File: src/rtl/data_packer.sv
// data_packer: gathers OUT_WIDTH/IN_WIDTH narrow beats into one wide word.
// Lane 0 is the first beat; last closes a word early with zero upper lanes.
module data_packer #(
  parameter int IN_WIDTH  = 64,
  parameter int OUT_WIDTH = 128,
  localparam int RATIO = OUT_WIDTH / IN_WIDTH,
  localparam int CNT_W = $clog2(RATIO + 1)
) (
  input  logic                 clk,
  input  logic                 reset,
  input  logic                 s_unpacked_write_req,
  input  logic [IN_WIDTH-1:0]  s_unpacked_write_data,
  input  logic                 s_unpacked_write_last,
  output logic                 s_unpacked_write_ready,
  output logic                 m_packed_write_req,
  output logic [OUT_WIDTH-1:0] m_packed_write_data,
  output logic [CNT_W-1:0]     m_packed_write_count,
  input  logic                 m_packed_write_ready,
  output logic                 busy
);

  localparam int LW = (RATIO > 1) ? $clog2(RATIO) : 1;

  logic [LW-1:0]        lane_cnt;
  logic [OUT_WIDTH-1:0] acc;
  logic [OUT_WIDTH-1:0] merged;
  logic                 out_vld;
  logic [OUT_WIDTH-1:0] out_data;
  logic [CNT_W-1:0]     out_cnt;
  logic                 accept;
  logic                 last_lane;
  logic                 complete;
  logic                 drain;

  // Input may move whenever the output slot is empty or being drained
  assign s_unpacked_write_ready = !out_vld || m_packed_write_ready;

  assign accept    = s_unpacked_write_req && s_unpacked_write_ready;
  assign last_lane = (lane_cnt == LW'(RATIO - 1));
  assign complete  = accept && (last_lane || s_unpacked_write_last);
  assign drain     = out_vld && m_packed_write_ready;

  // Accumulator with the incoming beat dropped into its lane
  always_comb begin
    merged = acc;
    for (int i = 0; i < RATIO; i++) begin
      if (lane_cnt == LW'(i)) begin
        merged[i*IN_WIDTH +: IN_WIDTH] = s_unpacked_write_data;
      end
    end
  end

  generate
    if (RATIO > 1) begin : g_lane
      // Lane pointer: advances per beat, rewinds on word completion
      always_ff @(posedge clk or negedge reset) begin
        if (!reset) begin
          lane_cnt <= '0;
        end else if (complete) begin
          lane_cnt <= '0;
        end else if (accept) begin
          lane_cnt <= lane_cnt + LW'(1);
        end
      end
    end else begin : g_tie
      assign lane_cnt = '0;
    end
  endgenerate

  // Partial-word accumulator, cleared so unwritten lanes read as zero
  always_ff @(posedge clk or negedge reset) begin
    if (!reset) begin
      acc <= '0;
    end else if (complete) begin
      acc <= '0;
    end else if (accept) begin
      acc <= merged;
    end
  end

  // Output slot valid: completion wins over a same-cycle drain
  always_ff @(posedge clk or negedge reset) begin
    if (!reset) begin
      out_vld <= 1'b0;
    end else if (complete) begin
      out_vld <= 1'b1;
    end else if (drain) begin
      out_vld <= 1'b0;
    end
  end

  // Output word and lane count; held while stalled
  always_ff @(posedge clk or negedge reset) begin
    if (!reset) begin
      out_data <= '0;
      out_cnt  <= '0;
    end else if (complete) begin
      out_data <= merged;
      out_cnt  <= CNT_W'(lane_cnt) + CNT_W'(1);
    end
  end

  assign m_packed_write_req   = out_vld;
  assign m_packed_write_data  = out_data;
  assign m_packed_write_count = out_cnt;
  assign busy = (lane_cnt != '0) || out_vld;

endmodule

File: config.mk
export PLATFORM = sky130hd
export DESIGN_NAME = data_packer
export DESIGN_NICKNAME = d
export VERILOG_FILES = /design/src/rtl/data_packer.sv
export SDC_FILE = /design/constraint.sdc
export NUM_CORES = 1
export LEC_CHECK = 0
export CAP_MARGIN = 15
export CORE_MARGIN = 4
export CORE_UTILIZATION = 30
export CTS_BUF_LIST = sky130_fd_sc_hd__clkbuf_16
export CTS_CLUSTER_DIAMETER = 30
export DETAILED_ROUTE_END_ITERATION = 8
export DONT_BUFFER_PORTS = 1
export GPL_ROUTABILITY_DRIVEN = 0
export MAX_ROUTING_LAYER = met4
export SKIP_CTS_REPAIR_TIMING = 1
export SYNTH_ARGS = -nofsm -noshare
export SYNTH_HDL_FRONTEND = slang
export SYNTH_SLANG_ARGS = --single-unit
File: constraint.sdc
create_clock -name clk -period 4.4 [get_ports clk]
set_input_delay 1.1 -clock clk [delete_from_list [all_inputs] [get_ports clk]]
set_output_delay 1.1 -clock clk [all_outputs]
set_load 0.01 [all_outputs]
==> impl_metrics.py <==
metrics = {
    "clock_network": {
        "cts_buffer_depth": 3,
        "cts.sinks": 260,
        "cts_made_buffers": 67,
        "clk_latency_ns": 0.54,
        "cts_root_buffer": "clkbuf_16",
        "path_clk_slew_ns": 0.05,
        "cts_tree": "yes",
        "cts_htree_levels": 3,
    },
    "finish": {
        "final_cell_mix": "dfrtp_1, mux2_2, clkbuf_16, inv_1",
        "finalInstanceArea_um2": 13900,
        "synthToLayoutAreaGrowth_pct": 25.0,
        "layout_commonest_cell": "dfrtp_1",
        "antenna_cells": 0,
        "drive_gt1_share_pct": 39.4,
        "n_fill_cell": 3472,
        "fin_nets": 928,
    },
    "place": {
        "dpl-instance-area_um2": 11500,
        "dp_hpwl_um": 14500,
        "io_buffer_count": 0,
    },
    "critical_path": {
        "endpoint_kind": "output port",
        "r2r-end": "m_packed_write_data[67]",
        "reg2reg_depth": 5,
        "cp.arrival_ns": 2.04,
        "critical_path_peak_fanout": 132,
        "reg2reg_from": "m_packed_write_req",
        "critPathRequiredTime_ns": 3.30,
        "start_kind": "flip-flop",
        "rrSetupSlack_ns": 1.78,
        "worstSetupPathType": "reg -> out",
    },
    "yosys": {
        "netlist.area_leader.share_pct": 58.4,
        "synth_nets": 916,
        "synth_area_leaders": "dfrtp_1, mux2_2, and2_1",
        "synth.largest_area_cell": "dfrtp_1",
        "ys_types": 20,
        "synth_seq_area_share_pct": 58.4,
        "synth-seq-cells": 260,
        "syn-cell-area_um2": 11100,
        "synth_cells": 847,
        "avgSynthCellArea_um2": 13.2,
        "yosysWarnings": 0,
    },
    "detailed_routing": {
        "vias": 6661,
        "remaining_drc_errors": 0,
        "antenna_left": 0,
        "detail_route.iter0.violations": 359,
        "wl_per_cell_um": 19.3,
        "drt_wl_total_um": 26600,
        "viasPerCell": 4.83,
        "first_pass_iters": 6,
    },
    "floorplan": {
        "fp.dieW_um": 201,
        "ios": 202,
        "die_h_um": 201,
        "placeableCoreArea_um2": 36600,
        "num_rows": 70,
        "die_area_um2": 40300,
        "initial_core_util_pct": 30.5,
    },
    "timing": {
        "fmax_mhz": 319,
        "hold_viol_final": 0,
        "grt_setup_unrepaired": "no",
        "maxSlewViolCount": 0,
        "worst_pin_slew_ns": 0.930,
        "min_period_over_period_pct": 71.3,
        "post-route-min-period_ns": 3.14,
        "finalSetupViolations": 0,
        "finalSetupTns_ns": 0,
        "slew_headroom_pct": 38.0,
        "finalClockSkew_ns": 0.0187,
    },
    "global_routing": {
        "grtUsageTotal_pct": 13.6,
        "antenna_found_initial": 0,
        "grt_overflow": 0,
        "grt_pass1_wl_um": 42900,
        "first_global_vias": 7142,
        "grt_start_max_net_pins": 261,
    },
    "power": {
        "p_leak_nw": 6.39,
        "vdd_drop_max_mv": 0.297,
        "powerDensity_nw_per_um2": 683,
    },
    "flow_run": {
        "maxCapViolations": 0,
    },
    "hold_path": {
        "worstHoldPathType": "in -> async",
    },
    "run_status": {
        "status": "finished, final reports clean",
    },
}
## synth_stat cells (all sizes together)
cell type	instances
buf	33
a22oi	1
nor2	1
dfrtp	260
or2	1
a22o	1
nand3b	1
o21ai	64
nand2	1
o21a	1
and2	65
mux2	256
inv	65
clkbuf	32
nand2b	1
nand4	64
## metal layers
layer  global-route usage [%]  part of all wire [%]  vias to the layer above
met3                     7.09                    11                       46
met2                     19.9                    45                      236
met5                        -                     0                        -
met4                     4.15                   2.0                        0
met1                     16.4                    42                     3382
li1                         -                     -                     2997
## layout make-up
type	instances	area (um^2)	share of cell area, %
multi-input cells	457	4090	29.4
clock inverters	50	653	4.69
repair buffers	8	72.6	0.521
inverters	65	244	1.75
clock buffers	71	1780	12.8
well taps	468	586	4.20
flip-flops and latches	260	6510	46.7
## registers in the layout, summed over array words and instances, names as in the netlist
name	flops
lane_cnt	1
m_packed_write_count	2
acc	128
m_packed_write_data	128
m_packed_write_req	1
## logic make-up after synthesis
logic type / synth area share, %
buf+inv: 5.11
mux: 25.9
simple gates: 7.60
flops: 58.4
compound gates: 3.09
## how the worst max path moves through the flow
stage / from / end / slack [ns]
6_report: lane_cnt / busy / 1.26
5_1_grt: lane_cnt / busy / 1.24
4_1_cts: lane_cnt / busy / 1.36
3_5_place_dp: m_packed_write_ready / m_packed_write_data[67] / 1.02
3_3_place_gp: m_packed_write_ready / m_packed_write_data[73] / 1.03
2_1_floorplan: m_packed_write_ready / s_unpacked_write_ready / 1.67
## critical path: stages (launching register included)
cell     delay (ns)
dfrtp_4        0.49
buf_12         0.25
or2_2          0.52
## stage by stage
step	hold slack (ns)	power (W)	instances	setup WS, ns	utilization, %
floorplan	0.449	0.00407	847	1.67	-
global placement	0.464	0.00433	1258	1.03	31.4
detailed placement	0.467	0.00436	1258	1.02	31.4
CTS	0.216	0.00968	1379	1.36	38.1
global route	0.216	0.00995	1379	1.24	38.1
finish	0.255	0.00952	1379	1.26	38.1
## where the power goes
group | switching (W) | internal, W | leakage (nW)
clock | 0.00145 | 0.00377 | 1.19
combinational | 0.000404 | 0.000539 | 1.77
sequential | 0.000520 | 0.00283 | 3.43
total | 0.00237 | 0.00715 | 6.39
No activity file was read; power rests on OpenSTA's default activity.
